[config.mk]
export PLATFORM = sky130hd
export DESIGN_NAME = dt_engine
export DESIGN_NICKNAME = d
export VERILOG_FILES = /design/src/rtl/dt_pkg.sv /design/src/rtl/dt_node_table.sv /design/src/rtl/dt_engine.sv
export SDC_FILE = /design/constraint.sdc
export NUM_CORES = 1
export LEC_CHECK = 0
export ABC_AREA = 1
export CAP_MARGIN = 40
export CORE_ASPECT_RATIO = 0.8
export CORE_MARGIN = 4
export CORE_UTILIZATION = 25
export CTS_CLUSTER_SIZE = 25
export DETAILED_ROUTE_END_ITERATION = 16
export PLACE_DENSITY_LB_ADDON = 0.08
export SETUP_SLACK_MARGIN = 0.05
export SLEW_MARGIN = 10
export SYNTH_ARGS = -nofsm -noshare
export SYNTH_HDL_FRONTEND = slang
export SYNTH_SLANG_ARGS = --single-unit
[constraint.sdc]
create_clock -name clk -period 36.2 [get_ports clk]
set_input_delay 7.24 -clock clk [delete_from_list [all_inputs] [get_ports clk]]
set_output_delay 7.24 -clock clk [all_outputs]
set_load 0.02 [all_outputs]
[src/rtl/dt_pkg.sv]
`default_nettype none
// ============================================================================
// Module      : dt_pkg
// Description : Shared types and helpers for the programmable decision-tree
//               classifier (walk FSM states, node sizing, default geometry).
// Revision    : 1.0 - initial release
// ============================================================================
package dt_pkg;

  // Default engine geometry, used as parameter defaults by the modules
  localparam int C_N_FEAT_DEF    = 8;
  localparam int C_CLS_W_DEF     = 2;
  localparam int C_N_NODES_DEF   = 32;
  localparam int C_DEPTH_MAX_DEF = 8;

  // Walk controller states
  typedef enum logic [1:0] {
    IDLE = 2'd0,
    WALK = 2'd1,
    DONE = 2'd2
  } state_e;

  // Packed node width: {leaf, feat_idx, child0, child1, cls}
  function automatic int node_width(input int n_feat, input int n_nodes, input int cls_w);
    return 1 + $clog2(n_feat) + 2 * $clog2(n_nodes) + cls_w;
  endfunction

endpackage : dt_pkg
`default_nettype wire

[src/rtl/dt_node_table.sv]
`default_nettype none
// ============================================================================
// Module      : dt_node_table
// Description : N_NODES-entry node register file. Async reset loads every
//               entry with a class-0 leaf. One synchronous write port, one
//               combinational read port. Out-of-range reads return the
//               reset leaf; out-of-range writes are dropped.
// Revision    : 1.0 - initial release
// ============================================================================
module dt_node_table
  import dt_pkg::*;
#(
  parameter int N_NODES = C_N_NODES_DEF,
  parameter int AW      = $clog2(C_N_NODES_DEF),
  parameter int NW      = node_width(C_N_FEAT_DEF, C_N_NODES_DEF, C_CLS_W_DEF)
) (
  input  logic          clk,
  input  logic          rst,
  input  logic          we,
  input  logic [AW-1:0] waddr,
  input  logic [NW-1:0] wdata,
  input  logic [AW-1:0] raddr,
  output logic [NW-1:0] rdata
);

  // Reset content: leaf bit (MSB) set, every other field zero
  localparam logic [NW-1:0] C_RST_NODE = {1'b1, {(NW-1){1'b0}}};

  logic [NW-1:0] r_mem [N_NODES];
  logic          w_wr_ok;
  logic          w_rd_ok;

  // Address range qualification only matters when N_NODES is not a power of 2
  generate
    if (N_NODES == (1 << AW)) begin : g_full_range
      assign w_wr_ok = 1'b1;
      assign w_rd_ok = 1'b1;
    end else begin : g_partial_range
      assign w_wr_ok = ({1'b0, waddr} < (AW+1)'(N_NODES));
      assign w_rd_ok = ({1'b0, raddr} < (AW+1)'(N_NODES));
    end
  endgenerate

  // Table storage: async reset to leaf/class 0, synchronous write
  always_ff @(posedge clk or posedge rst) begin
    if (rst) begin
      for (int i = 0; i < N_NODES; i++) begin
        r_mem[i] <= C_RST_NODE;
      end
    end else if (we && w_wr_ok) begin
      r_mem[waddr] <= wdata;
    end
  end

  // Combinational read; nonexistent children behave as a class-0 leaf
  assign rdata = w_rd_ok ? r_mem[raddr] : C_RST_NODE;

endmodule : dt_node_table
`default_nettype wire

[src/rtl/dt_engine.sv]
`default_nettype none
// ============================================================================
// Module      : dt_engine
// Description : Programmable decision-tree classifier. Accepts a feature
//               vector over valid/ready, walks one tree level per clock
//               through a run-time-writable node table and returns the
//               class (or a depth-abort flag) over a second valid/ready.
// Revision    : 1.0 - initial release
// ============================================================================
module dt_engine
  import dt_pkg::*;
#(
  parameter  int N_FEAT    = C_N_FEAT_DEF,
  parameter  int CLS_W     = C_CLS_W_DEF,
  parameter  int N_NODES   = C_N_NODES_DEF,
  parameter  int DEPTH_MAX = C_DEPTH_MAX_DEF,
  localparam int FW        = $clog2(N_FEAT),
  localparam int AW        = $clog2(N_NODES),
  localparam int NW        = node_width(N_FEAT, N_NODES, CLS_W)
) (
  input  logic              clk,
  input  logic              rst,
  input  logic              in_valid,
  output logic              in_ready,
  input  logic [N_FEAT-1:0] in_feat,
  output logic              out_valid,
  input  logic              out_ready,
  output logic [CLS_W-1:0]  out_class,
  output logic              out_err,
  input  logic              cfg_we,
  input  logic [AW-1:0]     cfg_addr,
  input  logic [NW-1:0]     cfg_node,
  output logic              cfg_err
);

  localparam int SW = $clog2(DEPTH_MAX + 1);
  localparam logic [SW-1:0] C_LAST_STEP = SW'(DEPTH_MAX - 1);

  typedef struct packed {
    logic             leaf;
    logic [FW-1:0]    feat_idx;
    logic [AW-1:0]    child0;
    logic [AW-1:0]    child1;
    logic [CLS_W-1:0] cls;
  } node_t;

  state_e           r_state;
  state_e           w_state_nxt;
  logic [N_FEAT-1:0] r_feat;
  logic [AW-1:0]    r_cur;
  logic [SW-1:0]    r_steps;
  logic [CLS_W-1:0] r_class;
  logic             r_err;
  logic             r_cfg_err;

  logic [NW-1:0]    w_node_raw;
  node_t            w_node;
  logic             w_fbit;
  logic             w_accept;
  logic             w_advance;
  logic             w_finish;
  logic             w_abort;
  logic             w_tbl_we;

  // Table writes are only allowed while no walk is in flight
  assign w_tbl_we = cfg_we && (r_state == IDLE);

  dt_node_table #(
    .N_NODES (N_NODES),
    .AW      (AW),
    .NW      (NW)
  ) u_table (
    .clk   (clk),
    .rst   (rst),
    .we    (w_tbl_we),
    .waddr (cfg_addr),
    .wdata (cfg_node),
    .raddr (r_cur),
    .rdata (w_node_raw)
  );

  assign w_node = node_t'(w_node_raw);

  // Feature indices beyond the vector read as 0 (only possible for non-pow2 N_FEAT)
  generate
    if (N_FEAT == (1 << FW)) begin : g_feat_full
      assign w_fbit = r_feat[w_node.feat_idx];
    end else begin : g_feat_partial
      assign w_fbit = ({1'b0, w_node.feat_idx} < (FW+1)'(N_FEAT)) ? r_feat[w_node.feat_idx] : 1'b0;
    end
  endgenerate

  // State register
  always_ff @(posedge clk or posedge rst) begin
    if (rst) begin
      r_state <= IDLE;
    end else begin
      r_state <= w_state_nxt;
    end
  end

  // Next-state decode and datapath strobes
  always_comb begin
    w_state_nxt = r_state;
    w_accept    = 1'b0;
    w_advance   = 1'b0;
    w_finish    = 1'b0;
    w_abort     = 1'b0;
    case (r_state)
      IDLE: begin
        if (in_valid) begin
          w_accept    = 1'b1;
          w_state_nxt = WALK;
        end
      end
      WALK: begin
        if (w_node.leaf) begin
          w_finish    = 1'b1;
          w_state_nxt = DONE;
        end else if (r_steps == C_LAST_STEP) begin
          w_abort     = 1'b1;
          w_state_nxt = DONE;
        end else begin
          w_advance   = 1'b1;
        end
      end
      DONE: begin
        if (out_ready) begin
          w_state_nxt = IDLE;
        end
      end
      default: begin
        w_state_nxt = IDLE;
      end
    endcase
  end

  // Input latch, walk pointer, step counter and result registers
  always_ff @(posedge clk or posedge rst) begin
    if (rst) begin
      r_feat  <= '0;
      r_cur   <= '0;
      r_steps <= '0;
      r_class <= '0;
      r_err   <= 1'b0;
    end else begin
      if (w_accept) begin
        r_feat  <= in_feat;
        r_cur   <= '0;
        r_steps <= '0;
      end
      if (w_advance) begin
        r_cur   <= w_fbit ? w_node.child1 : w_node.child0;
        r_steps <= r_steps + SW'(1);
      end
      if (w_finish) begin
        r_class <= w_node.cls;
        r_err   <= 1'b0;
      end
      if (w_abort) begin
        r_class <= '0;
        r_err   <= 1'b1;
      end
    end
  end

  // Rejected-write pulse: any write strobe outside IDLE
  always_ff @(posedge clk or posedge rst) begin
    if (rst) begin
      r_cfg_err <= 1'b0;
    end else begin
      r_cfg_err <= cfg_we && (r_state != IDLE);
    end
  end

  assign in_ready  = (r_state == IDLE);
  assign out_valid = (r_state == DONE);
  assign out_class = r_class;
  assign out_err   = r_err;
  assign cfg_err   = r_cfg_err;

endmodule : dt_engine
`default_nettype wire

==> results.yml <==
clock_network:
  cts_htree_levels: 2
  hold_buffers: 0
  cts_tree: "yes"
  clk_pin_slew_ns: 0.06
  cts_made_buffers: 58
  cts_setup_buffers: 0
  cts-resized-gates: 0
  ctsLongestPathBuffers: 3
  root_buffer: "clkbuf_16"
  clkLatencyLatePin_ns: 0.64
  clkSinkCount: 535
logic_synthesis:
  yosysSeqAreaShare_pct: 54.8
  synth-edff-count: 0
  synth-async-reset-ratio_pct: 100
  synthFlopType: "dfrtp_1"
  synth_area_per_cell_um2: 8.34
  yosys.area.top_type_share_pct: 51.4
  yosysWarningCount: 0
  synth_area_leader_cell: "dfrtp_1"
  ys_top_cells_by_area: "dfrtp_1 51%, nand2_1 15%, o21ai_0 12%"
  syn_inst: 2936
  synth_cell_types: 43
  syn-num-nets: 2971
  synth_area_um2: 24500
  ys_seq_elements: 535
layout:
  drive_above_1_share_pct: 8.18
  fin_area_um2: 27900
  multi_input_area_um2: 9510
  syn2layout_area_growth_pct: 14.0
  fill_cells: 10400
  seq_area_um2: 13400
  instances_no_fill: 4211
  post-route-util_pct: 28.8
  final_nets: 2897
sta:
  relSlewSlack_pct: 35.1
  hold_viol_final: 0
  post-route-worst-setup-slack_ns: 26.50
  whs_ns: 0.477
  layout_min_cycle_time_ns: 9.70
  rsz0062_at_grt: "false"
  clock_skew_ns: 0.0135
  tightest_slew_ns: 0.964
  period_share_pct: 26.8
  setup_viol: 0
  max_freq_mhz: 103
  timing.setup.tns_ns: 0
  drv_slew: 0
placement:
  gp_congestion: 0.750
  pre_cts_slack_ns: 25.37
  portBuffers: 39
  placed_area_um2: 26000
  placed_cells: 4100
  dpl.hpwl_um: 49100
power:
  power_mw: 2.09
  p_leak_nw: 12.3
  powerDensity_nw_per_um2: 74.7
  ir_drop_mv: 0.0348
global_route:
  grt_pass1_vias: 19900
  grt_max_degree: 164
  antenna_found_initial: 2
  grt_pass1_wl_um: 134000
  grt_usage_pct: 17.3
  gr-total-overflow: 0
run_status:
  status: "finished clean"
die:
  ios: 40
  dieArea_um2: 103000
  die_w_um: 358
  start_util_pct: 25.2
  die_h_um: 288
  core_um2: 97000
  rows: 102
setup_path:
  cp.arrival_ns: 10.40
  crit_required_ns: 36.90
  critPathLaunchType: "primary input"
  crit_path_end_kind: "asynchronous set/reset pin"
  critical_path.max_fanout: 61
  criticalPathCategory: "primary input to asynchronous set/reset pin"
route:
  routed_wirelength_um: 89000
  via_per_inst: 4.80
  drcViolationCount: 0
  antenna_left: 0
  drt-initial-drc-count: 1929
  firstDrtPassIters: 5
  num_vias: 20200
  wl_per_cell_um: 21.1
hold_path:
  hp-class: "flip-flop to flip-flop"
job:
  cap_violations: 0
## layout make-up
type                            count  area share [%]
Timing Repair Buffer              121            4.18
Clock buffer                       94            6.45
Inverter                           69           0.995
Tap cell                         1300            5.83
Antenna cell                        2          0.0179
Multi-Input combinational cell   2077            34.1
Sequential cell                   535            48.1
Clock inverter                     13           0.332
## logic make-up after synthesis
logic type	count (synthesis)	share of synthesized area [%]
simple gates	1235	20.3
compound gates	839	18.4
flops	535	54.8
buf+inv	324	6.33
xor+xnor	2	0.0716
fa+ha+maj	1	0.0511
## registers in the layout (all words and copies together), names as in the netlist
signal         cells
cfg_err            1
out_class          2
out_err            1
r_cur              5
r_feat             8
r_state            2
r_steps            4
u_table.r_mem    512
## power by group
group | leakage, nW | internal [mW] | total (mW) | switching [mW]
sequential | 7.05 | 0.782 | 0.887 | 0.105
clock | 0.938 | 0.344 | 0.601 | 0.257
combinational | 4.33 | 0.199 | 0.598 | 0.399
## path summary, 6_finish.rpt
path,cells past startpoint,to,from,slack (ns)
setup / recovery,8,u_table.r_mem[150]$_DFFE_PP0P_,rst,26.50
hold / removal,2,u_table.r_mem[93]$_DFFE_PP0P_,u_table.r_mem[93]$_DFFE_PP0P_,0.48
setup reg to reg,13,r_steps[0]$_DFFE_PP0P_,r_cur[0]$_DFFE_PP0P_,31.91
hold reg to reg,2,u_table.r_mem[93]$_DFFE_PP0P_,u_table.r_mem[93]$_DFFE_PP0P_,0.48
max in group clk,2,in_ready,r_state[1]$_DFFE_PP0P_,27.02
min in group asynchronous,2,u_table.r_mem[489]$_DFFE_PP0P_,rst,6.92
## worst max-delay path: stages
cell and delay, ns:
clkdlybuf4s50_1 0.50, inv_8 0.15, buf_4 0.61, buf_4 0.25, buf_16 0.28, buf_4 0.29
buf_16 0.29, buf_4 0.59
## layer usage
metal	global-route usage, %	part of all wire [%]	up-vias
met5	0	0	-
met4	3.24	1.6	0
met3	2.28	4.3	96
met2	27.4	45	459
met1	25.2	49	10100
li1	-	-	9607
## placed cells by master (no fill, tap or decap), types with 3 or more instances in the layout
cell type        synthesis  final
nor3_1                  13     13
dfrtp_1                503    500
o211ai_1                 4      4
dfstp_2                 32     32
clkinv_1                 1      3
buf_16                   0      7
a221oi_1                20     20
clkbuf_1               163     18
o221ai_1                15     15
nand3_2                  7      7
clkbuf_8                 0     15
nor2_1                  63     63
clkbuf_16                0     61
o21ai_2                  4      4
inv_1                   63     60
o21ai_1                 22     22
clkdlybuf4s50_1          0     39
o311ai_1                 4      4
buf_4                   21     68
nand4_1                  4      4
a21oi_1                151    151
clkinv_2                 0     12
nand2_2                  6      6
buf_2                   42      3
o22ai_1                  5      5
nor3_2                   4      4
nand3_1                147    147
o31ai_1                  9      9
a22oi_1                 32     32
nand2_1                985    985
o21ai_0                565    565
## synthesized netlist by cell type, types with 3 or more instances
library cell	count
o221ai_1	15
a221oi_1	20
o21ai_1	22
nand3_2	7
nand2_1	985
nand3_1	147
o22ai_1	5
nor3_1	13
buf_1	3
a22oi_1	32
nor2_1	63
nand4_1	4
nor3_2	4
buf_2	42
dfrtp_1	503
o21ai_0	565
a21oi_1	151
inv_1	63
nand2_2	6
buf_6	26
o21ai_2	4
o311ai_1	4
o211ai_1	4
o31ai_1	9
buf_4	21
inv_2	3
dfstp_2	32
clkbuf_1	163
No activity file was read; power rests on OpenSTA's default activity.
